File: src/rtl/a5_keystream_sequencer.sv
// a5_keystream_sequencer
//   Wishbone master that runs one A5/1 keystream session against the A5
//   peripheral: writes KEY_LO/KEY_HI, then for each frame writes FRAME and
//   CONTROL=1 (load), polls STATUS bit0 and reads DATA words, handing each
//   word to downstream logic on a valid/ready stream.
//
//   Optional: define A5SEQ_ID_CHECK_EN to read the ID register first and
//   abort the session (error + done) unless it returns 32'h41354135.
//
// Ports
//   clk, reset_n        clock, asynchronous active-low reset
//   start               one-cycle session request (sampled only in IDLE)
//   key/frame_start/num_frames  session inputs, captured on accepted start
//   busy/done/error     session status (done is a one-cycle pulse,
//                       error is sticky until the next accepted start)
//   ks_data/ks_valid/ks_ready/ks_last  keystream word stream
//   m_*                 Wishbone master port to the A5 peripheral
module a5_keystream_sequencer #(
  parameter logic [31:0] BASE_ADDR       = 32'h0000_0000,
  parameter int          WORDS_PER_FRAME = 8,
  parameter int          POLL_LIMIT      = 255
) (
  input  logic        clk,
  input  logic        reset_n,
  input  logic        start,
  input  logic [63:0] key,
  input  logic [21:0] frame_start,
  input  logic [15:0] num_frames,
  output logic        busy,
  output logic        done,
  output logic        error,
  output logic [31:0] ks_data,
  output logic        ks_valid,
  input  logic        ks_ready,
  output logic        ks_last,
  output logic        m_cyc_o,
  output logic        m_stb_o,
  output logic        m_we_o,
  output logic [3:0]  m_sel_o,
  output logic [31:0] m_adr_o,
  output logic [31:0] m_dat_o,
  input  logic [31:0] m_dat_i,
  input  logic        m_ack_i
);

  localparam logic [31:0] OFF_ID      = 32'h00;
  localparam logic [31:0] OFF_STATUS  = 32'h04;
  localparam logic [31:0] OFF_CONTROL = 32'h08;
  localparam logic [31:0] OFF_DATA    = 32'h0C;
  localparam logic [31:0] OFF_KEY_LO  = 32'h10;
  localparam logic [31:0] OFF_KEY_HI  = 32'h14;
  localparam logic [31:0] OFF_FRAME   = 32'h18;
  localparam logic [31:0] ID_VALUE    = 32'h4135_4135;
  localparam logic [7:0]  LAST_WORD   = 8'(WORDS_PER_FRAME - 1);
  localparam logic [15:0] LAST_POLL   = 16'(POLL_LIMIT - 1);

  typedef enum logic [3:0] {
    S_IDLE, S_RD_ID, S_WR_KEY_LO, S_WR_KEY_HI, S_WR_FRAME, S_WR_LOAD,
    S_POLL, S_READ, S_PUSH, S_NEXT_FRAME, S_DONE
  } state_t;

  state_t      r_state;
  logic [63:0] r_key;
  logic [21:0] r_frame_cnt;
  logic [15:0] r_frames_left;
  logic [7:0]  r_word_cnt;
  logic [15:0] r_poll_cnt;
  logic        r_busy, r_done, r_error;
  logic [31:0] r_ks_data;
  logic        r_ks_valid, r_ks_last;
  logic        r_cyc, r_we;
  logic [3:0]  r_sel;
  logic [31:0] r_adr, r_dat;

  logic        w_bus_state;
  logic        w_ack;
  logic [31:0] w_req_adr;
  logic [31:0] w_req_dat;
  logic        w_req_we;

  // Bus request implied by the current state; issued whenever the state
  // owns the bus and no cycle is open.
  // NOTE: every always_comb output gets a default first so no path can
  // leave it unassigned and infer a latch.
  always_comb begin
    w_bus_state = 1'b1;
    w_req_adr   = BASE_ADDR;
    w_req_dat   = 32'h0;
    w_req_we    = 1'b0;
    case (r_state)
      S_RD_ID:     w_req_adr = BASE_ADDR + OFF_ID;
      S_WR_KEY_LO: begin
        w_req_adr = BASE_ADDR + OFF_KEY_LO;
        w_req_dat = r_key[31:0];
        w_req_we  = 1'b1;
      end
      S_WR_KEY_HI: begin
        w_req_adr = BASE_ADDR + OFF_KEY_HI;
        w_req_dat = r_key[63:32];
        w_req_we  = 1'b1;
      end
      S_WR_FRAME: begin
        w_req_adr = BASE_ADDR + OFF_FRAME;
        w_req_dat = {10'b0, r_frame_cnt};
        w_req_we  = 1'b1;
      end
      S_WR_LOAD: begin
        w_req_adr = BASE_ADDR + OFF_CONTROL;
        w_req_dat = 32'h1;
        w_req_we  = 1'b1;
      end
      S_POLL:      w_req_adr = BASE_ADDR + OFF_STATUS;
      S_READ:      w_req_adr = BASE_ADDR + OFF_DATA;
      default:     w_bus_state = 1'b0;
    endcase
  end

  assign w_ack = r_cyc & m_ack_i;

  // NOTE: sequential state uses non-blocking assignments only, so every
  // register sees the pre-edge value of every other register.
  // NOTE: all registers (there is no memory array here) are cleared by the
  // asynchronous reset, which also abandons any open bus cycle at once.
  always_ff @(posedge clk or negedge reset_n) begin
    if (!reset_n) begin
      r_state       <= S_IDLE;
      r_key         <= '0;
      r_frame_cnt   <= '0;
      r_frames_left <= '0;
      r_word_cnt    <= '0;
      r_poll_cnt    <= '0;
      r_busy        <= 1'b0;
      r_done        <= 1'b0;
      r_error       <= 1'b0;
      r_ks_data     <= '0;
      r_ks_valid    <= 1'b0;
      r_ks_last     <= 1'b0;
      r_cyc         <= 1'b0;
      r_we          <= 1'b0;
      r_sel         <= '0;
      r_adr         <= '0;
      r_dat         <= '0;
    end else begin
      r_done <= 1'b0;

      // Open a cycle only from an idle bus: the edge that sees ack closes
      // the cycle, so the next one starts at the earliest one edge later,
      // leaving the required idle cycle in between.
      if (w_bus_state && !r_cyc) begin
        r_cyc <= 1'b1;
        r_sel <= 4'hF;
        r_we  <= w_req_we;
        r_adr <= w_req_adr;
        r_dat <= w_req_dat;
      end
      if (w_ack) begin
        r_cyc <= 1'b0;
        r_we  <= 1'b0;
        r_sel <= 4'h0;
      end

      case (r_state)
        S_IDLE: begin
          if (start) begin
            r_error <= 1'b0;
            if (num_frames == 16'd0) begin
              r_done <= 1'b1;
            end else begin
              r_key         <= key;
              r_frame_cnt   <= frame_start;
              r_frames_left <= num_frames;
              r_word_cnt    <= '0;
              r_poll_cnt    <= '0;
              r_busy        <= 1'b1;
              // First cycle goes out on this edge for one-cycle latency.
              r_cyc         <= 1'b1;
              r_sel         <= 4'hF;
`ifdef A5SEQ_ID_CHECK_EN
              r_state       <= S_RD_ID;
              r_we          <= 1'b0;
              r_adr         <= BASE_ADDR + OFF_ID;
              r_dat         <= 32'h0;
`else
              r_state       <= S_WR_KEY_LO;
              r_we          <= 1'b1;
              r_adr         <= BASE_ADDR + OFF_KEY_LO;
              r_dat         <= key[31:0];
`endif
            end
          end
        end
        S_RD_ID: begin
          if (w_ack) begin
            if (m_dat_i == ID_VALUE) begin
              r_state <= S_WR_KEY_LO;
            end else begin
              r_error <= 1'b1;
              r_done  <= 1'b1;
              r_busy  <= 1'b0;
              r_state <= S_IDLE;
            end
          end
        end
        S_WR_KEY_LO: if (w_ack) r_state <= S_WR_KEY_HI;
        S_WR_KEY_HI: if (w_ack) r_state <= S_WR_FRAME;
        S_WR_FRAME:  if (w_ack) r_state <= S_WR_LOAD;
        S_WR_LOAD:   if (w_ack) r_state <= S_POLL;
        S_POLL: begin
          if (w_ack) begin
            if (m_dat_i[0]) begin
              r_state <= S_READ;
            end else if (r_poll_cnt == LAST_POLL) begin
              r_error <= 1'b1;
              r_done  <= 1'b1;
              r_busy  <= 1'b0;
              r_state <= S_IDLE;
            end else begin
              r_poll_cnt <= r_poll_cnt + 16'd1;
            end
          end
        end
        S_READ: begin
          if (w_ack) begin
            r_ks_data  <= m_dat_i;
            r_ks_valid <= 1'b1;
            r_ks_last  <= (r_word_cnt == LAST_WORD) && (r_frames_left == 16'd1);
            r_poll_cnt <= '0;
            r_state    <= S_PUSH;
          end
        end
        S_PUSH: begin
          if (ks_ready) begin
            r_ks_valid <= 1'b0;
            r_ks_last  <= 1'b0;
            if (r_word_cnt == LAST_WORD) begin
              r_word_cnt <= '0;
              r_state    <= (r_frames_left == 16'd1) ? S_DONE : S_NEXT_FRAME;
            end else begin
              r_word_cnt <= r_word_cnt + 8'd1;
              r_state    <= S_POLL;
            end
          end
        end
        S_NEXT_FRAME: begin
          // 22-bit add wraps 0x3FFFFF to 0 by itself.
          r_frame_cnt   <= r_frame_cnt + 22'd1;
          r_frames_left <= r_frames_left - 16'd1;
          r_state       <= S_WR_FRAME;
        end
        S_DONE: begin
          r_done  <= 1'b1;
          r_busy  <= 1'b0;
          r_state <= S_IDLE;
        end
        default: r_state <= S_IDLE;
      endcase
    end
  end

  assign busy     = r_busy;
  assign done     = r_done;
  assign error    = r_error;
  assign ks_data  = r_ks_data;
  assign ks_valid = r_ks_valid;
  assign ks_last  = r_ks_last;
  assign m_cyc_o  = r_cyc;
  assign m_stb_o  = r_cyc;
  assign m_we_o   = r_we;
  assign m_sel_o  = r_sel;
  assign m_adr_o  = r_adr;
  assign m_dat_o  = r_dat;

endmodule
File: config.mk
export PLATFORM = sky130hd
export DESIGN_NAME = a5_keystream_sequencer
export DESIGN_NICKNAME = d
export VERILOG_FILES = /design/src/rtl/a5_keystream_sequencer.sv
export SDC_FILE = /design/constraint.sdc
export NUM_CORES = 1
export LEC_CHECK = 0
export CAP_MARGIN = 10
export CORE_UTILIZATION = 50
export DETAILED_ROUTE_END_ITERATION = 8
export GPL_ROUTABILITY_DRIVEN = 0
export PLACE_DENSITY = 0.79
export SYNTH_ARGS = -nofsm -noshare
export SYNTH_HDL_FRONTEND = slang
export SYNTH_SLANG_ARGS = --single-unit
export TNS_END_PERCENT = 5
File: constraint.sdc
create_clock -name clk -period 3.65 [get_ports clk]
set_input_delay 0.73 -clock clk [delete_from_list [all_inputs] [get_ports clk]]
set_output_delay 0.73 -clock clk [all_outputs]
set_load 0.05 [all_outputs]
==> summary.md <==
| Metric | Value |
|---|---|
| Syn_nets | `roughly 1300` |
| IO Pins | `247` |
| Max-slew violation count | `0` |
| CTS Sinks | `about 240` |
| Worst Tran Pin Value | `0.7575 ns` |
| Max VDD drop | `0.7713 mV` |
| RSZ-0062 raised after global routing | `false` |
| Final setup TNS | `0 ns` |
| Synthesized area per cell | `9.712 um2` |
| Critical Path Max Stage Delay | `between 0.5 and 0.6 ns` |
| Fmax | `about 380 MHz` |
| Hold Path Class | `in -> async` |
| Largest net degree at the start of global routing | `100` |
| DIE AREA | `~23000 um2` |
| Layout cells sized above 1 | `0.1061` |
| Post-DP HPWL | `20.97 mm` |
| Via count | `9620` |
| 1st-iter DRT viols | `593` |
| Syn Inst Count | `1132` |
| Number of warnings issued by yosys | `0` |
| Slew HR | `0.4950` |
| Final hold violations | `0` |
| DIE HEIGHT | `150.3 um` |
| ANT cells | `0` |
| Yosys cell types | `77` |
| Site Rows | `53` |
| Number of synthesized flops with an enable pin | `0` |
| Final clock skew | `0.02464 ns` |
| Post-Syn Area | `10990 um2` |
| Flop pwr share | `0.348` |
| Core area | `21290 um2` |
| Clock H-tree levels | `1` |
| Buffers on Ports | `246` |
| CP top delay family | `simple AND/OR/NAND/NOR gates` |
| Pleak | `6.442 nW` |
| First-pass GRT wire length | `49.23 mm` |
| Crit Path Category | `reg -> reg` |
| Drt first pass iters | `8` |
| GRT Util Overall | `0.2751` |
| Vias in the first global route | `9469` |
| Die X | `~150 um` |
| Drt total wl | `30.71 mm` |
| Critical Path RT | `approximately 4.1 ns` |
| Worst setup EP type | `flop` |
| Design area | `14840 um2` |
| Post-synthesis register bit count | `237` |
| Psw | `0.005010 W` |
| Post-cts sizing count | `0` |
| Fillers | `approximately 1600` |
| Post-CTS setup buffer count | `0` |
| Number of buffers created by CTS | `26` |
| Area Growth Syn to Fin | `34.96%` |
| Post-route DRC | `0` |
| Most frequent cells in the layout | `nand2_1 (278), clkdlybuf4s50_1 (245), dfrtp_1 (237), nor2_1 (61), a21oi_1 (61)` |
| Max-Cap Viols | `0` |
| Worst path bufs/invs | `2` |
| Vias per Instance | `5.792` |
| Pint | `0.007351 W` |
| Final min period | `2.622 ns` |
| Post-synth ARST share | `1.000` |
| Crit path cell chain | `buf_4 > nor4bb_4 > buf_4 > nand3_1 > nor2_1 > a211oi_1 > a311oi_1` |
| Area leader, netlist | `dfrtp_1` |
| Hold buffers post-CTS | `0` |
| Average wire per standard cell | `18.49 um` |
| Max Fanout on Critical Path | `36` |
| Residual overflow from global routing | `0` |
| Most common cell after layout, fill and taps aside | `nand2_1` |
| Total power | `0.01236 W` |
| Post-DRT Antenna Nets | `0` |
| Power Dens Cells | `between 800 and 900 nW/um2` |
| CTS tree | `done` |
| Seq/Total Area, Yosys | `0.5394` |
| Combinational share of power | `0.409` |
| Fin crit share | `0.7184` |
| Area share of the largest cell type after synthesis | `0.5394` |
| Ys flop type | `dfrtp_1` |
| CTS Buffer Depth | `3` |
| Most used cell, CP | `buf_4` |
| Status | `finished, final reports clean` |
| Setup violators final | `0` |
| Clk pwr share | `0.244` |
| Nets | `1511` |
| Main area contributors after synthesis | `dfrtp_1 (54%), nand2_1 (9.5%), mux2_2 (3.3%), a21oi_1 (2.8%), o211ai_1 (2.5%)` |
| Startpoint Class | `flop` |
| Starting density of the core | `0.5165` |
| Net Sw Frac | `0.4053` |
| CTS Root Cell | `clkbuf_16` |
| Later-pin clock latency in the skew report | `0.54 ns` |
| Critical path arrival | `3.03 ns` |
| Dpl cell area | `~14000 um2` |
| Slowest CP cell | `dfrtp_1` |
| Initial antenna violation count | `0` |
| Reg clk slew, reported paths | `0.06 ns` |
[synth_stat cells, types with 4 or more instances]
master	instances
nor4_1	11
nor3_1	14
and3_1	5
a311oi_1	8
o221a_2	14
buf_1	6
a31oi_1	4
ha_1	6
o21ai_0	46
a32oi_1	5
a211oi_1	9
nand3b_1	4
a22oi_1	6
nor2_1	61
inv_1	15
and2_1	34
nand4_1	15
o31ai_1	13
o211ai_1	36
and4_1	6
buf_2	23
a22o_1	21
clkbuf_1	37
nand2_1	279
nor4bb_1	4
dfrtp_1	237
nor4b_1	5
a21oi_1	61
nand3_1	33
mux2_2	32
o22ai_1	5
nor2b_1	4
or3_1	7
[final cells by class]
type,instances,area (um2),area share
Timing Repair Buffer,276,2755,0.1857
Multi-Input combinational cell,810,4757,0.3206
Tap cell,275,344.1,0.02319
Sequential cell,237,5931,0.3997
Clock inverter,16,291.5,0.01965
Inverter,15,56.30,0.003795
Clock buffer,32,703.2,0.04739
[sequential cells by signal, summed over array words and instances (netlist names), 8 cells and up]
| register | count |
|---|---|
| r_frames_left | 16 |
| ks_data | 32 |
| r_poll_cnt | 16 |
| m_dat_o | 32 |
| r_key | 64 |
| r_frame_cnt | 22 |
| m_adr_o | 32 |
| r_word_cnt | 8 |
[final timing paths]
path,startpoint,depth (start not counted),end,slack (ns)
max,r_state[2],7,r_frame_cnt[12],1.03
min,reset_n,1,ks_data[18],0.24
max reg2reg,r_state[2],7,r_frame_cnt[12],1.03
min reg2reg,m_sel_o[0],2,m_sel_o[0],0.47
max in group asynchronous,reset_n,2,m_adr_o[27],2.61
min in group clk,m_sel_o[0],2,m_sel_o[0],0.47
[routing by layer]
metal  part of all wire  track usage  up-vias  wire length, um
li1                   -            -     4518                -
met1               0.43       0.3806     4646            13290
met2               0.47       0.4403      391            14310
met3              0.072      0.04394       65             2222
met4              0.029      0.09343        0              891
met5                  0            0        -                0
[cell families (layout without fill, tap and decap cells)]
group / Yosys count / in the layout / synth area share
AND/OR/NAND/NOR: 509 / 509 / 0.2184
AO/OA/AOI/OAI: 258 / 258 / 0.1649
flip-flops: 237 / 237 / 0.5394
buffers and inverters: 85 / 339 / 0.03277
multiplexers: 36 / 36 / 0.03687
adder cells (fa/ha/maj): 6 / 6 / 0.006828
XOR/XNOR: 1 / 1 / 0.0007968
[power by group through the flow]
stage          clock [W]  combinational (W)  sequential, W
6_report         0.00301            0.00505        0.00430
5_1_grt          0.00317            0.00543        0.00441
4_1_cts          0.00307            0.00507        0.00429
3_5_place_dp           0            0.00505        0.00430
3_3_place_gp           0            0.00493        0.00427
2_1_floorplan          0            0.00236        0.00516
[through the flow]
stage / hold slack [ns] / setup WS [ns] / utilization / cells
finish: 0.2351 / 1.028 / 0.6971 / 1661
global route: 0.2995 / 0.8751 / 0.6971 / 1661
CTS: 0.2609 / 1.079 / 0.6971 / 1661
detailed placement: 0.4626 / 0.6836 / 0.6503 / 1613
global placement: 0.4568 / 0.7479 / 0.6503 / 1613
floorplan: 0.4344 / 1.365 / - / 1132
Note: power is estimated with default switching activity, not from simulation.
